<file path="config.mk">
export PLATFORM = sky130hd
export DESIGN_NAME = alex_spi_tx
export DESIGN_NICKNAME = d
export VERILOG_FILES = /design/src/rtl/alex_spi_tx.sv
export SDC_FILE = /design/constraint.sdc
export NUM_CORES = 1
export LEC_CHECK = 0
export CAP_MARGIN = 10
export CORE_MARGIN = 3
export CORE_UTILIZATION = 56
export DETAILED_ROUTE_END_ITERATION = 12
export HOLD_SLACK_MARGIN = 0.02
export PLACE_DENSITY_LB_ADDON = 0.25
export SLEW_MARGIN = 20
export SYNTH_ARGS = -nofsm -noshare
export SYNTH_HDL_FRONTEND = slang
export SYNTH_SLANG_ARGS = --single-unit
export TNS_END_PERCENT = 10
</file>
<file path="constraint.sdc">
create_clock -name clock -period 2.45 [get_ports clock]
set_input_delay 0.245 -clock clock [delete_from_list [all_inputs] [get_ports clock]]
set_output_delay 0.245 -clock clock [all_outputs]
set_load 0.005 [all_outputs]
</file>
<file path="src/rtl/alex_spi_tx.sv">
// -----------------------------------------------------------------------------
// alex_spi_tx
//
// Carries the decoded Alex filter/relay selections to the Alex board's shift
// registers. The parallel word {HPF, LPF, atten, TR} is watched for changes;
// whenever it differs from the last word sent (or a send is pending after
// reset), a 16-bit frame is shifted out MSB-first on a divided serial clock,
// followed by a load_strobe pulse so Alex latches every relay at once.
//
// Ports:
//   clock        in   system clock
//   reset_n      in   asynchronous, active-low reset
//   HPF[5:0]     in   one-hot HPF select (bit5 bypass .. bit0 13 MHz)
//   LPF[6:0]     in   one-hot LPF select
//   atten[1:0]   in   Alex attenuator select
//   TR           in   transmit/receive relay, 1 = TX
//   SPI_data     out  serial data, MSB first, valid around SPI_clock rise
//   SPI_clock    out  serial clock; Alex samples on the rising edge
//   load_strobe  out  active-high latch pulse after the 16th bit
//   busy         out  high from frame start until the end of the gap
//
// Parameters:
//   CLK_DIV         system clocks per serial half-period (1..255)
//   REFRESH_CYCLES  idle clocks before an unchanged word is resent
//
// Optional feature (macro ALEX_SPI_REFRESH_EN): periodic resend of the
// current word after REFRESH_CYCLES idle clocks, so Alex recovers its relay
// state after a power glitch on its side. Without the macro, frames are sent
// only after reset or on a word change.
// -----------------------------------------------------------------------------
module alex_spi_tx #(
    parameter int unsigned CLK_DIV        = 8,
    parameter logic [23:0] REFRESH_CYCLES = 24'd12_288_000
) (
    input  logic       clock,
    input  logic       reset_n,
    input  logic [5:0] HPF,
    input  logic [6:0] LPF,
    input  logic [1:0] atten,
    input  logic       TR,
    output logic       SPI_data,
    output logic       SPI_clock,
    output logic       load_strobe,
    output logic       busy
);

    typedef enum logic [2:0] {
        IDLE,
        SHIFT_LO,
        SHIFT_HI,
        STROBE,
        GAP
    } state_t;

    localparam logic [7:0] DIV_LAST = 8'(CLK_DIV - 1);

    state_t      state_q, state_d;
    logic [15:0] snapshot_q, snapshot_d;
    logic [15:0] last_sent_q, last_sent_d;
    logic        pending_q, pending_d;
    logic [3:0]  bit_q, bit_d;
    logic [7:0]  div_q, div_d;
    logic        spi_data_q, spi_data_d;
    logic        spi_clk_q, spi_clk_d;
    logic        strobe_q, strobe_d;
    logic        busy_q, busy_d;

    logic [15:0] word;
    logic        div_done;
    logic        refresh_due;
    logic        start_req;
    logic [3:0]  next_idx;

    assign word     = {HPF, LPF, atten, TR};
    assign div_done = (div_q == DIV_LAST);
    // Bit counter holds the index (0 = MSB) of the bit currently on the line;
    // the next bit to present is word bit 14 - bit_q.
    assign next_idx = 4'd14 - bit_q;

`ifdef ALEX_SPI_REFRESH_EN
    logic [23:0] idle_cnt_q, idle_cnt_d;

    // Expiry behaves like the pending flag but requests the resend directly,
    // so the refresh frame starts on the very edge the count expires.
    assign refresh_due = (state_q == IDLE) && (idle_cnt_q == REFRESH_CYCLES - 24'd1);

    always_comb begin
        idle_cnt_d = idle_cnt_q;
        if (state_q == IDLE) begin
            idle_cnt_d = start_req ? 24'd0 : idle_cnt_q + 24'd1;
        end
    end

    always_ff @(posedge clock or negedge reset_n) begin
        if (!reset_n) begin
            idle_cnt_q <= 24'd0;
        end else begin
            idle_cnt_q <= idle_cnt_d;
        end
    end
`else
    logic [23:0] unused_refresh_cycles;
    assign unused_refresh_cycles = REFRESH_CYCLES;
    assign refresh_due           = 1'b0;
`endif

    assign start_req = (word != last_sent_q) || pending_q || refresh_due;

    always_comb begin
        state_d     = state_q;
        snapshot_d  = snapshot_q;
        last_sent_d = last_sent_q;
        pending_d   = pending_q;
        bit_d       = bit_q;
        div_d       = div_done ? 8'd0 : div_q + 8'd1;
        spi_data_d  = spi_data_q;
        spi_clk_d   = spi_clk_q;
        strobe_d    = strobe_q;
        busy_d      = busy_q;

        case (state_q)
            IDLE: begin
                div_d = 8'd0;
                if (start_req) begin
                    snapshot_d  = word;
                    last_sent_d = word;
                    pending_d   = 1'b0;
                    bit_d       = 4'd0;
                    spi_data_d  = word[15];
                    spi_clk_d   = 1'b0;
                    busy_d      = 1'b1;
                    state_d     = SHIFT_LO;
                end
            end
            SHIFT_LO: begin
                if (div_done) begin
                    spi_clk_d = 1'b1;
                    state_d   = SHIFT_HI;
                end
            end
            SHIFT_HI: begin
                if (div_done) begin
                    spi_clk_d = 1'b0;
                    if (bit_q == 4'd15) begin
                        spi_data_d = 1'b0;
                        strobe_d   = 1'b1;
                        state_d    = STROBE;
                    end else begin
                        // Data only moves on the falling serial clock edge.
                        bit_d      = bit_q + 4'd1;
                        spi_data_d = snapshot_q[next_idx];
                        state_d    = SHIFT_LO;
                    end
                end
            end
            STROBE: begin
                if (div_done) begin
                    strobe_d = 1'b0;
                    state_d  = GAP;
                end
            end
            GAP: begin
                if (div_done) begin
                    busy_d  = 1'b0;
                    state_d = IDLE;
                end
            end
            default: begin
                state_d = IDLE;
            end
        endcase
    end

    // Reset drops every output at once; an interrupted frame never reaches
    // its strobe, so Alex keeps its previous relay state. pending forces a
    // full resend once reset is released.
    always_ff @(posedge clock or negedge reset_n) begin
        if (!reset_n) begin
            state_q     <= IDLE;
            snapshot_q  <= 16'd0;
            last_sent_q <= 16'd0;
            pending_q   <= 1'b1;
            bit_q       <= 4'd0;
            div_q       <= 8'd0;
            spi_data_q  <= 1'b0;
            spi_clk_q   <= 1'b0;
            strobe_q    <= 1'b0;
            busy_q      <= 1'b0;
        end else begin
            state_q     <= state_d;
            snapshot_q  <= snapshot_d;
            last_sent_q <= last_sent_d;
            pending_q   <= pending_d;
            bit_q       <= bit_d;
            div_q       <= div_d;
            spi_data_q  <= spi_data_d;
            spi_clk_q   <= spi_clk_d;
            strobe_q    <= strobe_d;
            busy_q      <= busy_d;
        end
    end

    assign SPI_data    = spi_data_q;
    assign SPI_clock   = spi_clk_q;
    assign load_strobe = strobe_q;
    assign busy        = busy_q;

endmodule

</file>
==> results.py <==
metrics = {
    "global_route": {
        "grt_max_degree": 37,
        "grt_util_all_layers": 0.223,
        "antenna_found_initial": 0,
        "grt_overflow_total": 0,
        "grt_pass1_vias": 1575,
        "grt_pass1_wl_um": 7340,
    },
    "logic_synthesis": {
        "synth_edf_count": 0,
        "avgSynthCellArea_um2": 10.8,
        "yosys.area.top_type": "dfrtp_1",
        "synth_top_area_share": 0.428,
        "yosys_warnings": 0,
        "ys_seq_area_frac": 0.440,
        "syn_area_um2": 2050,
        "ys.flop_type": "dfrtp_1",
        "netlist-cell-type-count": 45,
        "synthArstFlopShare": 1.00,
        "synth-seq-cells": 36,
        "synth_cells": 189,
        "netlist_top_cells_area": "dfrtp_1 43%, xnor2_1 6.8%, mux2_4 5.9%, mux2_2 4.4%, mux2i_1 2.9%",
        "synth_nets": 209,
    },
    "sta": {
        "final.setup.tns_ns": 0,
        "fmax_ghz": 0.505,
        "rsz0062_at_grt": "false",
        "maxSlewHeadroom": 0.693,
        "holdWs_ns": 0.293,
        "hold_viol": 0,
        "setup_viol": 0,
        "slew_violations": 0,
        "fin_ws_ns": 0.469,
        "clock_skew_ns": 0.0118,
        "finalCritPeriodShare": 0.808,
        "min_period_ns": 1.98,
        "tightestPinTransition_ns": 0.461,
    },
    "cts": {
        "cts_resized": 0,
        "clockRootBuffer": "clkbuf_4",
        "cts_setup_buffers": 0,
        "cts.hold.buffers_added": 0,
        "cts_sinks": 36,
        "path_clk_slew_ns": 0.11,
        "htree_num_levels": 2,
        "numCtsBuffers": 5,
        "clk_latency_ns": 0.35,
        "cts.path.max_buffers": 2,
        "cts_tree": "yes",
    },
    "worst_setup_path": {
        "max_stage_delay_ns": 0.40,
        "start_kind": "register",
        "critical_path.reg2reg.startpoint": "div_q[0]",
        "crit_fanout": 8,
        "startpoint": "div_q[0]",
        "arrival_ns": 2.24,
        "r2r_slack_ns": 0.47,
        "crit_required_ns": 2.71,
        "worstSetupPathType": "register to register",
        "end_kind": "register",
        "path_cells": "ha_1 -> nor4b_2 -> and2_1 -> nand3_1 -> a31o_2 -> a21o_1",
        "setup.worst_path.end": "bit_q[0]",
        "cp_slowest_cell": "dfrtp_1",
        "r2r_end": "bit_q[0]",
        "r2r_cells": 6,
    },
    "floorplanning": {
        "dieWidth_um": 66.5,
        "start_util": 0.600,
        "io_pins": 22,
        "rows": 21,
        "fp.dieH_um": 66.5,
        "fp.dieArea_um2": 4420,
        "coreArea_um2": 3420,
    },
    "cells_and_area": {
        "fillCellCount": 267,
        "final_nets": 235,
        "multi_input_comb_area_um2": 1080,
        "fin_area_um2": 2370,
        "final_cell_mix": "35 x dfrtp_1, 21 x clkdlybuf4s50_1, 16 x xnor2_1",
        "drive_gt1_frac": 0.176,
        "area_delta_synth_final_pct": 15.7,
        "antenna_cells": 0,
        "final_cells": 262,
        "utilization": 0.694,
        "regArea_um2": 902,
        "final_common_cell": "dfrtp_1",
    },
    "drt": {
        "vias": 1522,
        "drc": 0,
        "dr.pass1.iters": 7,
        "first_iter_violations": 115,
        "vias_per_cell": 5.81,
        "ant_nets": 0,
        "wirelength_um": 4230,
        "detail_route.wl_per_cell_um": 16.1,
    },
    "placed_design": {
        "placed_cell_area_um2": 2310,
        "dp_cells": 254,
        "port_buffers": 21,
        "hpwl_um": 3170,
        "gp_congestion": 0.888,
        "dp_slack_ns": 0.186,
    },
    "outcome": {
        "status": "finished, final reports clean",
    },
    "pwr": {
        "power.leakage_nw": 1.02,
        "powerDensity_nw_per_um2": 1020,
        "ir_drop_mv": 0.570,
        "power_mw": 2.42,
    },
    "flow_run": {
        "drv_cap": 0,
    },
    "worst_hold_path": {
        "hold_path.class": "primary input to asynchronous set/reset pin",
    },
}
-- critical path, delay by kind of cell, from the launching register on --
kind,cells,cell delay [ns]
AND/OR/NAND/NOR,3,0.77
flip-flops,1,0.40
adder cells (fa/ha/maj),1,0.24
AO/OA/AOI/OAI,2,0.49
-- state kept, by name, summed over array words and instances (netlist names) --
signal and cells:
state_q 3, SPI_data 1, load_strobe 1, last_sent_q 16, busy 1, div_q 8, bit_q 4, pending_q 1
SPI_clock 1
-- how the worst min path moves through the flow --
stage | start | endpoint | slack, ns
finish | reset_n | last_sent_q[14] | 0.29
global route | reset_n | SPI_data | 0.32
detailed placement | div_q[0] | div_q[0] | 0.48
CTS | reset_n | SPI_data | 0.31
global placement | div_q[0] | div_q[0] | 0.46
floorplan | reset_n | SPI_clock | -0.05
-- cell families after synthesis --
family                   Yosys count  share of synthesized area
AND/OR/NAND/NOR                   61                      0.177
XOR/XNOR                          22                     0.0941
flip-flops                        36                      0.440
AO/OA/AOI/OAI                     32                      0.111
multiplexers                      22                      0.132
buffers and inverters             14                     0.0336
adder cells (fa/ha/maj)            2                     0.0122
-- where the power goes --
part	total, mW	internal [mW]	leakage [nW]	switching (mW)
Combinational	1.00	0.546	0.549	0.457
Sequential	1.08	0.817	0.437	0.261
Clock	0.343	0.142	0.0326	0.202
Total	2.42	1.50	1.02	0.920
-- final cells by class --
class                           instances  area share
Multi-Input combinational cell        139       0.455
Inverter                                7      0.0111
Tap cell                               46      0.0243
Clock buffer                            8      0.0248
Sequential cell                        36       0.381
Timing Repair Buffer                   26       0.105
-- synthesized netlist by cell type (2+ instances only) --
cell type  number
a31oi_1         4
ha_1            2
mux2_2          8
o21ai_0         6
and3_1          4
a211oi_1        2
mux2i_1         6
inv_1           7
a21oi_1         6
nand4_1         3
dfrtp_1        35
a21o_1          2
nor3_1          3
buf_1           2
a31o_2          2
mux2_4          8
xor2_1          6
a2111oi_0       2
nor2b_1         6
nand2b_1        2
nor2_1         14
nand2_1         7
nand3_1        11
clkbuf_1        4
a32oi_1         2
xnor2_1        16
-- per-layer routing --
layer  vias to the layer above  GRT usage  share of wire
li1                        728          -              -
met1                       747      0.281           0.44
met2                        41      0.371           0.50
met3                         6     0.0573          0.046
met4                         0     0.0787          0.015
met5                         -          0              0
Note: power is estimated with default switching activity, not from simulation.
